[src/rtl/deser_queue.sv]
// Serial-to-parallel receiver (one bit per write strobe) feeding a word FIFO.
// Optional feature: define PARITY_CHECK_EN for a trailing even-parity bit per word.
module deser_queue #(
    parameter int WORD_W    = 8,
    parameter int DEPTH     = 8,
    parameter int LSB_FIRST = 1
) (
    input  logic                       clock_1MHz,
    input  logic                       rst,
    input  logic                       data_in,
    input  logic                       write_in,
    input  logic                       enqueue_in,
    input  logic                       dequeue_in,
    output logic                       status_out,
    output logic [WORD_W-1:0]          data_out,
    output logic                       data_valid_out,
    output logic                       full_out,
    output logic                       empty_out,
    output logic [$clog2(DEPTH+1)-1:0] count_out
`ifdef PARITY_CHECK_EN
    ,
    output logic                       parity_err_out
`endif
);

    localparam int CW  = $clog2(DEPTH + 1);
    localparam int AW  = $clog2(DEPTH);
    localparam int BCW = $clog2(WORD_W + 2);
    localparam logic [CW-1:0] L_DEPTH = CW'(DEPTH);
`ifdef PARITY_CHECK_EN
    localparam logic [BCW-1:0] L_PBIT = BCW'(WORD_W);
`else
    localparam logic [BCW-1:0] L_LAST = BCW'(WORD_W - 1);
`endif

    typedef enum logic [1:0] {S_IDLE, S_RECV, S_FULLW} state_t;

    state_t             r_state;
    state_t             w_state_nxt;
    logic               r_wr_q, r_enq_q, r_deq_q;
    logic               w_wr_ev, w_enq_ev, w_deq_ev;
    logic [WORD_W-1:0]  r_shift;
    logic [BCW-1:0]     r_bitcnt;
    logic               w_shift_en, w_cnt_clr, w_push, w_pop, w_perr;
    logic [WORD_W-1:0]  r_mem [DEPTH];
    logic [AW-1:0]      r_wptr, r_rptr;
    logic [CW-1:0]      r_count, w_count_nxt;
    logic               r_full, r_empty;
    logic [WORD_W-1:0]  r_dout;
    logic               r_valid;
    logic               r_perr;

    assign w_wr_ev  = write_in   & ~r_wr_q;
    assign w_enq_ev = enqueue_in & ~r_enq_q;
    assign w_deq_ev = dequeue_in & ~r_deq_q;
    assign w_pop    = w_deq_ev & ~r_empty;

    always_ff @(posedge clock_1MHz) begin
        if (rst) begin
            r_wr_q  <= 1'b0;
            r_enq_q <= 1'b0;
            r_deq_q <= 1'b0;
        end else begin
            r_wr_q  <= write_in;
            r_enq_q <= enqueue_in;
            r_deq_q <= dequeue_in;
        end
    end

    always_ff @(posedge clock_1MHz) begin
        if (rst) r_state <= S_IDLE;
        else     r_state <= w_state_nxt;
    end

    // A pop on the same edge frees the slot, so a push into a full FIFO is legal then.
    always_comb begin
        w_state_nxt = r_state;
        w_shift_en  = 1'b0;
        w_cnt_clr   = 1'b0;
        w_push      = 1'b0;
        w_perr      = 1'b0;
        case (r_state)
            S_IDLE: w_state_nxt = S_RECV;
            S_RECV: begin
                if (w_wr_ev) begin
`ifdef PARITY_CHECK_EN
                    if (r_bitcnt == L_PBIT) begin
                        if (data_in != ^r_shift) begin
                            w_perr    = 1'b1;
                            w_cnt_clr = 1'b1;
                        end else begin
                            w_state_nxt = S_FULLW;
                        end
                    end else begin
                        w_shift_en = 1'b1;
                    end
`else
                    w_shift_en = 1'b1;
                    if (r_bitcnt == L_LAST) w_state_nxt = S_FULLW;
`endif
                end
            end
            S_FULLW: begin
                if (w_enq_ev && (!r_full || w_pop)) begin
                    w_push      = 1'b1;
                    w_cnt_clr   = 1'b1;
                    w_state_nxt = S_RECV;
                end
            end
            default: w_state_nxt = S_IDLE;
        endcase
    end

    always_ff @(posedge clock_1MHz) begin
        if (rst) begin
            r_shift  <= '0;
            r_bitcnt <= '0;
            r_perr   <= 1'b0;
        end else begin
            r_perr <= w_perr;
            if (w_cnt_clr)       r_bitcnt <= '0;
            else if (w_shift_en) r_bitcnt <= r_bitcnt + BCW'(1);
            if (w_shift_en) begin
                if (LSB_FIRST != 0) r_shift <= {data_in, r_shift[WORD_W-1:1]};
                else                r_shift <= {r_shift[WORD_W-2:0], data_in};
            end
        end
    end

    always_comb begin
        w_count_nxt = r_count;
        if (w_push && !w_pop)      w_count_nxt = r_count + CW'(1);
        else if (w_pop && !w_push) w_count_nxt = r_count - CW'(1);
    end

    always_ff @(posedge clock_1MHz) begin
        if (w_push) r_mem[r_wptr] <= r_shift;
    end

    always_ff @(posedge clock_1MHz) begin
        if (rst) begin
            r_wptr  <= '0;
            r_rptr  <= '0;
            r_count <= '0;
            r_full  <= 1'b0;
            r_empty <= 1'b1;
            r_dout  <= '0;
            r_valid <= 1'b0;
        end else begin
            r_valid <= w_pop;
            if (w_push) r_wptr <= r_wptr + AW'(1);
            if (w_pop) begin
                r_dout <= r_mem[r_rptr];
                r_rptr <= r_rptr + AW'(1);
            end
            r_count <= w_count_nxt;
            r_full  <= (w_count_nxt == L_DEPTH);
            r_empty <= (w_count_nxt == '0);
        end
    end

    assign status_out     = (r_state == S_RECV);
    assign data_out       = r_dout;
    assign data_valid_out = r_valid;
    assign full_out       = r_full;
    assign empty_out      = r_empty;
    assign count_out      = r_count;
`ifdef PARITY_CHECK_EN
    assign parity_err_out = r_perr;
`endif

endmodule

[config.mk]
export PLATFORM = sky130hd
export DESIGN_NAME = deser_queue
export DESIGN_NICKNAME = d
export VERILOG_FILES = /design/src/rtl/deser_queue.sv
export SDC_FILE = /design/constraint.sdc
export NUM_CORES = 1
export LEC_CHECK = 0
export ABC_AREA = 1
export CORE_MARGIN = 5
export CORE_UTILIZATION = 45
export CTS_CLUSTER_SIZE = 40
export DETAILED_ROUTE_END_ITERATION = 16
export GPL_ROUTABILITY_DRIVEN = 0
export PLACE_DENSITY_LB_ADDON = 0.05
export SETUP_SLACK_MARGIN = 0.5
export SLEW_MARGIN = 20
export SYNTH_ARGS = -nofsm -noshare
export SYNTH_HDL_FRONTEND = slang
export SYNTH_SLANG_ARGS = --single-unit
[constraint.sdc]
create_clock -name clock_1MHz -period 2.4 [get_ports clock_1MHz]
set_input_delay 0.6 -clock clock_1MHz [delete_from_list [all_inputs] [get_ports clock_1MHz]]
set_output_delay 0.6 -clock clock_1MHz [all_outputs]
set_load 0.02 [all_outputs]
# Word level (Yosys, flattened, before mapping)

Memories as Yosys holds them, arrays and structs flattened. A register that Yosys moved wholly into a read port is not among the register bits.
Cells that the tools add are included.

Output and inout port bits: 16
Bits in writable memories: 64
Bits in registers: 30
Memories kept: 1

Memories:

| name  | depth | bits a word | read ports | clocked after memory_dff | write ports | line | source |
|---|---|---|---|---|---|---|---|
| r_mem | 8     | 8           | 1          | 1                        | 1           | 45   | `logic [WORD_W-1:0] r_mem [DEPTH];` |

Multiplexer cells: 12
Equality and inequality tests: 7
Bitwise gates (word level): 8
Add/subtract/negate cells: 5
Reductions and logical operators: 11

Operator list:

| kind                                                               | count |
|---|---|
| 4-bit by 1-bit adder with 4-bit output, second input constant      | 2 |
| 4-bit 2-to-1 mux                                                   | 2 |
| 3-bit by 1-bit adder with 3-bit output, second input constant      | 2 |
| 1-bit 2-to-1 mux                                                   | 6 |
| 2-bit 2-to-1 mux                                                   | 3 |
| 2-bit one-hot mux with 3 select lines                              | 1 |
| 1-bit AND                                                          | 4 |
| 4-bit by 3-bit == test with 1-bit output, second input constant    | 1 |
| 4-bit == test, second input constant                               | 1 |
| 4-bit zero test                                                    | 1 |
| 2-bit by 1-bit != test with 1-bit output, second input constant    | 2 |
| 1-bit NOT                                                          | 4 |
| 4-bit by 1-bit subtractor with 4-bit output, second input constant | 1 |
| 1-bit logical AND                                                  | 3 |
| 1-bit zero test                                                    | 3 |
| 3-bit AND reduction                                                | 1 |
| 2-bit by 1-bit == test with 1-bit output, second input constant    | 1 |
| 2-bit == test, second input constant                               | 1 |
| 2-bit zero test                                                    | 1 |
| 2-bit != test, second input constant                               | 1 |
| 2-bit OR reduction                                                 | 1 |
| 1-bit logical OR                                                   | 1 |

# Logic depth before layout (Yosys ltp)

Depth in word-level cells: 12
Gate-level depth with buffers: 11
Mapped depth without buffers: 11

# Worst setup path before layout

Ideal clock, no wire load.

Kind: in2reg
From: input enqueue_in
To: memory r_mem[2][0] (enable)
Data required time: 2.017 ns
Library setup time: 0.383 ns
Path buffers: 0
Path slack: 0.286 ns
Arrival: 1.731 ns
Cell stages on the path: 6
Path through: inv_1 -> nor2_4 -> nand3_4 -> inv_1 -> nand2_1 -> nor3_1

Longest elaborated chain between the ends: 6

RTL lines:

| what                                   | line | source |
|---|---|---|
| start: declaration                     | 12   | `input logic enqueue_in,` |
| 1-bit AND                              | 54   | `assign w_enq_ev = enqueue_in & ~r_enq_q;` |
| 1-bit logical AND                      | 104  | `if (w_enq_ev && (!r_full \|\| w_pop)) begin` |
| 1-bit 2-to-1 mux                       | 104  |  |
| 1-bit 2-to-1 mux                       | 82   | `case (r_state)` |
| 1-bit 2-to-1 mux                       | 137  | `if (w_push) r_mem[r_wptr] <= r_shift;` |
| 1-bit 2-to-1 mux (implied by the code) | 137  |  |
| end: declaration                       | 45   |  |

No other way between the ends.

# Final worst setup path

From: register r_valid (netlist: data_valid_out)
To: output data_valid_out

RTL lines:

| what                     | line | source |
|---|---|---|
| start: declaration       | 50   | `logic r_valid;` |
| start signal: assignment | 150  | `r_valid <= w_pop;` |
| end: declaration         | 16   | `output logic data_valid_out,` |

No word-level cell between the ends.

==> flow_summary_export.csv <==
group,metric,value,unit
status,status,"complete, no violations",
synthesis,synthArstFlopShare,0,%
synthesis,post-synth-top-area-fraction,46.70,%
drt,drc_errors,0,
global_routing,overflow,0,
drt,routedWlPerCell,16.28,µm
global_routing,grt_pass1_vias,2653,
power,powerDensity,749.2,nW/µm²
global_routing,antenna_found_initial,0,
critical_path,critPathTopFamily,"buffers and inverters",
final_layout,stdcell_count,538,
floorplan,fp.coreArea,8806,µm²
synthesis,synth_top_family_by_area,"simple AND/OR/NAND/NOR gates",
critical_path,end_kind,"primary output",
sta,relSlewSlack,66.15,%
critical_path,critPathMaxStageDelay,0.60,ns
critical_path,worstPathRequired,1.80,ns
floorplan,initial_core_util,46.73,%
placement,io_buffer_count,21,
worst_hold_path,min_path_type,"reg -> reg",
final_layout,antenna_cells,0,
critical_path,rr_worst_depth,5,
clocking,tritoncts,"built",
floorplan,die_y,105.6,µm
clocking,cts_buffers,9,
clocking,clkTransAtPathRegs,0.09,ns
floorplan,die_w,105.6,µm
synthesis,yosys.cell_types.count,27,
critical_path,criticalPathCategory,"reg -> out",
power,irDropWorstVdd,0.0002820,V
synthesis,syn_nets,404,
power,p_leak,1.798,nW
clocking,clk_latency,0.35,ns
synthesis,synthFlopType,"edfxtp_1",
clocking,cts.path.max_buffers,2,
placement,dp_hpwl,5878,µm
synthesis,yosys.area_share.xor_xnor,0.6385,%
final_layout,multi_input_area,1277,µm²
sta,maxSlewViolCount,0,
global_routing,grt_start_max_net_pins,35,
drt,dr.pass1.iters,4,
synthesis,ys_seq_area_share,65.19,%
final_layout,drive_gt1_share,12.33,%
clocking,cts_sinks,102,
synthesis,synth_simple_gate_area_share,16.45,%
floorplan,num_io_pins,22,
synthesis,synth_area_per_cell,10.47,µm²
critical_path,crit_cells,1,
drt,via_per_inst,5.143,
drt,drtIter0Drc,154,
power,report.power.total,3.529,mW
sta,period_share,77.47,%
placement,placedCellCount,522,
critical_path,arrival,1.26,ns
synthesis,ys_ff_latch,102,
drt,routed_wl,8760,µm
clocking,holdBufCountCts,0,
floorplan,die_area,11160,µm²
final_layout,register_area,2683,µm²
sta,clock_skew,0.01352,ns
critical_path,worstPathCellList,"clkdlybuf4s50_1",
drt,ant_nets,0,
synthesis,synth_largest_area_cell,"edfxtp_1",
sta,setup_tns,0,ns
sta,fin_hold_ws,0.4622,ns
synthesis,synth-edff-count,64,
critical_path,crit_fanout,1,
synthesis,muxShareOfSynthArea,0,%
synthesis,synth_area,4115,µm²
synthesis,synth_fa_ha_area_share,1.520,%
sta,max_freq,0.5378,GHz
clocking,htree_levels,3,
synthesis,ys.warnings.count,0,
worst_hold_path,hold_depth,2,
sta,setup_violations,0,
final_layout,mostFrequentLayoutCells,"nor2_1, edfxtp_1, o21ai_0, nand2_1, dfxtp_1",
drt,vias,2767,
final_layout,area_growth,14.47,%
synthesis,yosys-top-cells-area,"edfxtp_1, dfxtp_1, nor2_1, o21ai_0, nand2_1",
floorplan,row_count,34,
job,drv_cap,0,
sta,worst_pin_slew,0.5025,ns
sta,rsz0062_at_grt,"yes",
final_layout,n_fill_cell,805,
synthesis,syn_inst,393,
final_layout,final_common_cell,"nor2_1",
sta,hold_viol,0,
clocking,ctsRootBufferMaster,"clkbuf_8",
critical_path,cp_slowest_cell,"clkdlybuf4s50_1",
global_routing,grt_usage,16.38,%
critical_path,r2r_slack,0.61,ns
final_layout,final_util,53.50,%
sta,period_minus_slack,1.859,ns
critical_path,timing.critical_path.buf_inv,1,
synthesis,synth_compound_area_share,11.68,%
critical_path,startpoint_type,"flop",
global_routing,grt_pass1_wl,14070,µm
final_layout,final_nets,437,
## timing repair
item	4_1_cts	5_1_grt
resized for setup	15	19
setup endpoints to repair	22	70
pin swaps	0	4
buffers inserted	0	1
## per-stage QoR
stage	area (µm²)	setup slack (ns)
3_3_place_gp	4511	0.1293
6_report	4711	0.5406
2_1_floorplan	4115	0.2861
4_1_cts	4657	0.4859
3_5_place_dp	4511	0.1130
5_1_grt	4711	0.4891
## metal layers
metal / track usage (%) / vias to the layer above / share of wire, %
met4: 6.013 / 0 / 1.4
met2: 26.23 / 44 / 49
li1: - / 1408 / -
met1: 22.88 / 1304 / 47
met5: 0 / - / 0
met3: 2.262 / 11 / 3.5
## area by class of cell
class | instances | share of cell area (%)
Sequential cell | 102 | 56.95
Multi-Input combinational cell | 245 | 27.12
Timing Repair Buffer | 39 | 7.198
Clock buffer | 12 | 3.081
Tap cell | 108 | 2.869
Inverter | 29 | 2.497
Clock inverter | 3 | 0.2922
## synth_stat cells, types with 3 or more instances
cell,number
dfxtp_1,38
nor3_1,9
xor2_1,3
edfxtp_1,64
ha_1,5
nand2_1,39
o21ai_0,52
nor2_1,78
buf_2,7
nand2_2,3
inv_1,26
clkbuf_1,8
nand3_1,8
o211ai_1,16
a21oi_1,19
## cells by family (layout without fill, tap and decap cells)
family,count (synthesis),count (layout)
simple gates,149,149
flops,102,102
compound gates,88,88
buf+inv,46,83
fa+ha+maj,5,5
xor+xnor,3,3
## registers in the layout (all words and copies together) (netlist names)
| signal | cells |
|---|---|
| data_out | 8 |
| r_deq_q | 1 |
| r_shift | 8 |
| full_out | 1 |
| r_rptr | 3 |
| r_state | 2 |
| r_enq_q | 1 |
| r_bitcnt | 4 |
| r_wr_q | 1 |
| empty_out | 1 |
| data_valid_out | 1 |
| count_out | 4 |
| r_mem | 64 |
| r_wptr | 3 |
## final timing paths
check	startpoint	end
worst min-delay path	data_out[6]	data_out[6]
worst min register to register	data_out[6]	data_out[6]
worst max-delay path	data_valid_out	data_valid_out
worst max register to register	r_rptr[0]	data_out[4]
## where the power goes
group	switching [mW]	internal (mW)	total, mW
clock network	0.542	0.395	0.937
registers	0.0762	1.92	2.00
logic	0.380	0.215	0.595
total	0.998	2.53	3.53
Note: power is estimated with default switching activity, not from simulation.
